File: config.mk
export PLATFORM = sky130hd
export DESIGN_NAME = alu_op_issuer
export DESIGN_NICKNAME = d
export VERILOG_FILES = /design/src/rtl/alu_op_issuer.sv
export SDC_FILE = /design/constraint.sdc
export NUM_CORES = 1
export LEC_CHECK = 0
export CAP_MARGIN = 20
export CELL_PAD_IN_SITES_DETAIL_PLACEMENT = 1
export CELL_PAD_IN_SITES_GLOBAL_PLACEMENT = 1
export CORE_UTILIZATION = 34
export CTS_CLUSTER_DIAMETER = 50
export CTS_CLUSTER_SIZE = 28
export DETAILED_ROUTE_END_ITERATION = 7
export HOLD_SLACK_MARGIN = 0.1
export PLACE_DENSITY = 0.74
export SYNTH_ARGS = -nofsm -noshare
export SYNTH_HDL_FRONTEND = slang
export SYNTH_SLANG_ARGS = --single-unit
export TNS_END_PERCENT = 100
File: constraint.sdc
create_clock -name clk -period 1.8 [get_ports clk]
set_input_delay 0.36 -clock clk [delete_from_list [all_inputs] [get_ports clk]]
set_output_delay 0.36 -clock clk [all_outputs]
set_load 0.005 [all_outputs]
File: src/rtl/alu_op_issuer.sv
// alu_op_issuer: collects one-hot ALU operation requests, arbitrates them
// round-robin and issues one decoder address at a time, followed by a
// programmable idle gap so each decoder strobe clears before the next op.
//
// Handshake: address/addr_valid form a valid/ready source. Once addr_valid
// rises, address is held constant until the edge where addr_ready=1, which
// is the single accept edge; addr_ready while addr_valid=0 has no effect.
module alu_op_issuer #(
  parameter int NUM_OPS    = 8,  // request lines; index is the issued address
  parameter int ADDR_W     = 3,  // 2**ADDR_W must cover NUM_OPS
  parameter int GAP_CYCLES = 1,  // idle cycles after each accept (0 allowed)
  parameter int GAP_W      = 4   // GAP_CYCLES must fit in GAP_W bits
) (
  input  logic               clk,
  input  logic               rst_n,
  input  logic [NUM_OPS-1:0] req,
  input  logic               flush,
  input  logic               addr_ready,
  output logic [ADDR_W-1:0]  address,
  output logic               addr_valid,
  output logic [NUM_OPS-1:0] grant,
  output logic [NUM_OPS-1:0] pending,
  output logic               busy,
  output logic               overrun
);

  typedef enum logic [1:0] {
    IDLE  = 2'd0,
    ISSUE = 2'd1,
    GAP   = 2'd2
  } state_t;

  state_t             state;
  logic [ADDR_W-1:0]  ptr;
  logic [GAP_W-1:0]   gap_cnt;
  logic [ADDR_W-1:0]  winner;
  logic               found;
  logic               accept;
  logic [NUM_OPS-1:0] addr_onehot;
  logic [NUM_OPS-1:0] clear_mask;
  logic [ADDR_W-1:0]  ptr_next;

  // Round-robin pick: first pending bit at or above ptr, else wrap to the lowest pending bit.
  always_comb begin
    winner = '0;
    found  = 1'b0;
    for (int i = 0; i < NUM_OPS; i++) begin
      if (!found && pending[i] && (i >= int'(ptr))) begin
        found  = 1'b1;
        winner = ADDR_W'(i);
      end
    end
    for (int i = 0; i < NUM_OPS; i++) begin
      if (!found && pending[i]) begin
        found  = 1'b1;
        winner = ADDR_W'(i);
      end
    end
  end

  // Accept decode, the bit retired by an accept, and the pointer just past it.
  always_comb begin
    accept      = (state == ISSUE) && addr_ready;
    addr_onehot = {{(NUM_OPS-1){1'b0}}, 1'b1} << address;
    clear_mask  = accept ? addr_onehot : '0;
    ptr_next    = (address == ADDR_W'(NUM_OPS - 1)) ? '0 : address + 1'b1;
  end

  // Issue FSM with registered handshake, grant, pending and overrun state.
  always_ff @(posedge clk or negedge rst_n) begin
    if (!rst_n) begin
      state      <= IDLE;
      address    <= '0;
      addr_valid <= 1'b0;
      grant      <= '0;
      pending    <= '0;
      overrun    <= 1'b0;
      ptr        <= '0;
      gap_cnt    <= '0;
    end else if (flush) begin
      // Flush drops all queued work and any request/accept on this edge; ptr is kept.
      state      <= IDLE;
      addr_valid <= 1'b0;
      grant      <= '0;
      pending    <= '0;
      overrun    <= 1'b0;
      gap_cnt    <= '0;
    end else begin
      grant   <= '0;
      // A new request on the bit being retired keeps it pending (set wins).
      pending <= (pending & ~clear_mask) | req;
      if (|(req & pending)) begin
        overrun <= 1'b1;
      end
      case (state)
        IDLE: begin
          if (found) begin
            address    <= winner;
            addr_valid <= 1'b1;
            state      <= ISSUE;
          end
        end
        ISSUE: begin
          // The issued address is frozen here; later requests wait their turn.
          if (addr_ready) begin
            grant      <= addr_onehot;
            addr_valid <= 1'b0;
            ptr        <= ptr_next;
            gap_cnt    <= GAP_W'(GAP_CYCLES);
            state      <= (GAP_CYCLES > 0) ? GAP : IDLE;
          end
        end
        GAP: begin
          gap_cnt <= gap_cnt - 1'b1;
          if (gap_cnt <= GAP_W'(1)) begin
            state <= IDLE;
          end
        end
        default: begin
          state      <= IDLE;
          addr_valid <= 1'b0;
        end
      endcase
    end
  end

  // busy mirrors the registered FSM state.
  assign busy = (state != IDLE);

endmodule

==> summary.md, run 1 <==
| Metric | Value |
|---|---|
| Total congestion overflow | `0` |
| PD cells | `1070 nW/um^2` |
| Final Hold Viols | `0` |
| Synth cell types | `45` |
| Fin Setup TNS | `0 ns` |
| Post-synthesis instance area | `1600 sq um` |
| Die X | `70.6 microns` |
| Setup CP Type | `flip-flop to flip-flop` |
| Cells along the critical path | `or2_1, o221a_4, nor4_4, buf_4, a32oi_2, a22oi_1` |
| Sequential share of power | `0.404` |
| WP data arrival | `1.94 ns` |
| Syn avg cell area | `9.45 sq um` |
| Worst setup margin | `0.0480 ns` |
| Drt drc | `7` |
| Worst endpoint required time | `1.99 ns` |
| Area growth syn-to-layout | `37.1%` |
| Measured slew at the worst slew-check pin | `0.503 ns` |
| Part of the cycle the worst path needs | `0.973` |
| R2R Setup Slk | `0.05 ns` |
| Worst clock skew | `0.00488 ns` |
| Max-slew violations | `0` |
| Ratio of cells with drive above 1 in the final layout | `0.151` |
| Total Wirelength | `4630 microns` |
| First-pass GRT wire length | `7700 microns` |
| Initial DRC count | `74` |
| Critical path's top delay family | `simple AND/OR/NAND/NOR gates` |
| Register area | `756 sq um` |
| Stages on worst setup path | `6` |
| Post-Layout Cell Count | `270` |
| Final ANT Viol Nets | `0` |
| HP Class | `primary input to asynchronous set/reset pin` |
| Critical R2R Launch | `pending[6]$_DFF_PN0_` |
| Final net count | `239` |
| Final Setup Violations | `0` |
| Clk pwr share | `0.224` |
| Clock Pin Slew Worst Setup and Hold Paths | `0.06 ns` |
| Net Sw Frac | `0.363` |
| Dpl ws | `-0.0456 ns` |
| CTS tree | `built` |
| Routability congestion estimate | `0.904` |
| Crit start category | `flip-flop` |
| Worst path bufs/invs | `1` |
| Multi-input combinational cell area | `792 sq um` |
| All-Layer GR Usage | `0.203` |
| Starting Density | `0.360` |
| Hpwl dp | `3540 microns` |
| H-tree depth | `2` |
| Crit-path slowest cell | `dfrtp_2` |
| Row count | `24` |
| Switching power | `853 uW` |
| Clock Path Buffers | `2` |
| Total of max-cap violations | `0` |
| Mapped Nets | `189` |
| Port Buffer Count | `33` |
| Asr flop ratio synth | `1.00` |
| Failing checks | `design-rule violations` |
| Ant. Diodes | `0` |
| Cts hold-fix bufs | `0` |
| Inst Count DP | `259` |
| Outcome | `finished, violations left` |
| # fillers | `519` |
| Core Area | `4440 sq um` |
| CP max FO | `5` |
| Yosys top cell by area | `dfrtp_1` |
| Critical path endpoint | `address[2]$_DFFE_PN0P_` |
| Top_reg_cell synth | `dfrtp_1` |
| Mapped Cells | `169` |
| RSZ-0062 raised after global routing | `true` |
| Clk sinks | `30` |
| Top Ports | `34` |
| Gate power share | `0.372` |
| Fin crit period | `1.75 ns` |
| Die ar. | `4980 sq um` |
| Critical Path Start | `pending[6]$_DFF_PN0_` |
| Initial antenna violation count | `0` |
| Drt wl/cell | `17.1 microns` |
| RR Endpoint | `address[2]$_DFFE_PN0P_` |
| Vias per cell | `5.56` |
| Max_slew headroom | `0.661` |
| Fmax | `571 MHz` |
| Top cells by area, synth | `dfrtp_1 47%, ha_1 6.3%, a21oi_1 5.0%` |
| R2R cell count | `6` |
| Fin util | `0.493` |
| Vias in the first global route | `1544` |
| Clock root cell | `clkbuf_8` |
| Internal Power | `1.50 mW` |
| Lkg Pwr | `0.950 nW` |
| EDFF count, synth | `0` |
| Top cell type's share of synthesized area | `0.470` |
| Sequential share of the synthesized area | `0.470` |
| Pin count of the biggest net entering global routing | `31` |
| Synth warnings | `0` |
| Vias | `1501` |
| Total CTS buffers | `5` |
| CP peak stage delay | `0.44 ns` |
| Drt first pass iters | `6` |
| Register bit count reported by yosys | `30` |
| Setup crit end kind | `flip-flop` |
| Clock Latency Late Sink | `0.28 ns` |
| Height of the die | `70.6 microns` |
| Worst VDD drop | `413 uV` |
## per-layer routing
metal | up-vias | routed length (microns) | track usage
met5 | - | 0 | 0
met2 | 40 | 2330 | 0.346
met3 | 10 | 184 | 0.0385
li1 | 706 | - | -
met4 | 0 | 100 | 0.0933
met1 | 745 | 2010 | 0.250
## how the worst min path moves through the flow
stage,from,to,slack (ns),cells after the start
floorplan,rst_n,addr_valid$_DFFE_PN0P_,0.06,0
global placement,addr_valid$_DFFE_PN0P_,addr_valid$_DFFE_PN0P_,0.53,2
detailed placement,addr_valid$_DFFE_PN0P_,addr_valid$_DFFE_PN0P_,0.51,2
CTS,rst_n,gap_cnt[2]$_DFFE_PN0P_,0.49,2
global route,rst_n,grant[1]$_DFF_PN0_,0.54,2
finish,rst_n,grant[2]$_DFF_PN0_,0.47,2
## synth_stat cells, types with 2 or more instances
cell type / instances
o31ai_1: 2
xnor2_1: 2
a32oi_1: 2
nor3_1: 6
o41ai_1: 2
nand3_1: 4
clkbuf_1: 3
nand2_1: 12
ha_1: 8
and2_1: 8
nor4_1: 5
dfrtp_1: 30
o21ai_0: 4
a22oi_1: 2
inv_1: 14
a31oi_1: 3
a21oi_1: 16
nor2_1: 19
## logic make-up (layout without fill, tap and decap cells)
logic type                 Yosys count  in the layout  share of synthesized area
buffers and inverters               19             68                     0.0501
DFF                                 30             30                      0.470
xor gates and xnor gates             2              2                     0.0110
and+or+nand+nor                     63             63                      0.204
adders and majority gates            8              8                     0.0626
AOI/OAI and AO/OA                   47             47                      0.202
## sequential cells by signal, indices dropped and copies added, names as in the netlist
signal      flops
addr_valid      1
address         3
gap_cnt         4
grant           8
overrun         1
pending         8
ptr             3
state           2
## timing repair
| item | 4_1_cts | 5_1_grt |
|---|---|---|
| resized for setup | 2 | 6 |
| pin swaps | 0 | 5 |
| buffers inserted | 0 | 5 |
| endpoints found under the setup margin | 1 | 3 |
## layout make-up
| class | instances | area share |
|---|---|---|
| Multi-Input combinational cell | 120 | 0.362 |
| Sequential cell | 30 | 0.345 |
| Clock buffer | 6 | 0.0377 |
| Tap cell | 52 | 0.0297 |
| Inverter | 14 | 0.0240 |
| Timing Repair Buffer | 48 | 0.202 |
## cells in the final DEF (no fill, tap or decap), types with 3 or more instances in the layout
master,count
nor3_1,6
clkdlybuf4s50_1,33
dfrtp_2,4
nor2_1,19
nand3_1,4
nor4_1,5
buf_4,15
o21ai_0,4
inv_1,13
nand2_1,12
a21oi_1,16
ha_1,8
and2_1,8
dfrtp_1,26
a31oi_1,3
clkbuf_8,6
## metrics by stage
step                      hold WS, ns  total power [mW]  cell area, sq um
after CTS                       0.488              2.32              2130
after global routing            0.535              2.51              2190
final                           0.468              2.35              2190
after global placement          0.532              1.74              2040
after detailed placement        0.513              1.77              2040
after floorplan                0.0644              1.39              1600
## power by group through the flow
stage / registers (mW) / clock network (mW) / logic [mW]
after CTS: 0.947 / 0.544 / 0.824
after global routing: 0.974 / 0.575 / 0.957
after global placement: 0.950 / 0 / 0.788
after detailed placement: 0.956 / 0 / 0.814
final: 0.950 / 0.528 / 0.874
after floorplan: 0.896 / 0 / 0.491
Power figures use the tool's default switching activity.
==> inputs of run 2 (changes only) <==
--- a/config.mk
+++ b/config.mk
@@ -10,7 +10,6 @@
 export CELL_PAD_IN_SITES_GLOBAL_PLACEMENT = 1
 export CORE_UTILIZATION = 34
 export CTS_CLUSTER_DIAMETER = 50
-export CTS_CLUSTER_SIZE = 28
 export DETAILED_ROUTE_END_ITERATION = 7
 export HOLD_SLACK_MARGIN = 0.1
 export PLACE_DENSITY = 0.74
==> results of run 2 <==
Same layout as run 1: the final DEF is identical, and so are final timing and power.
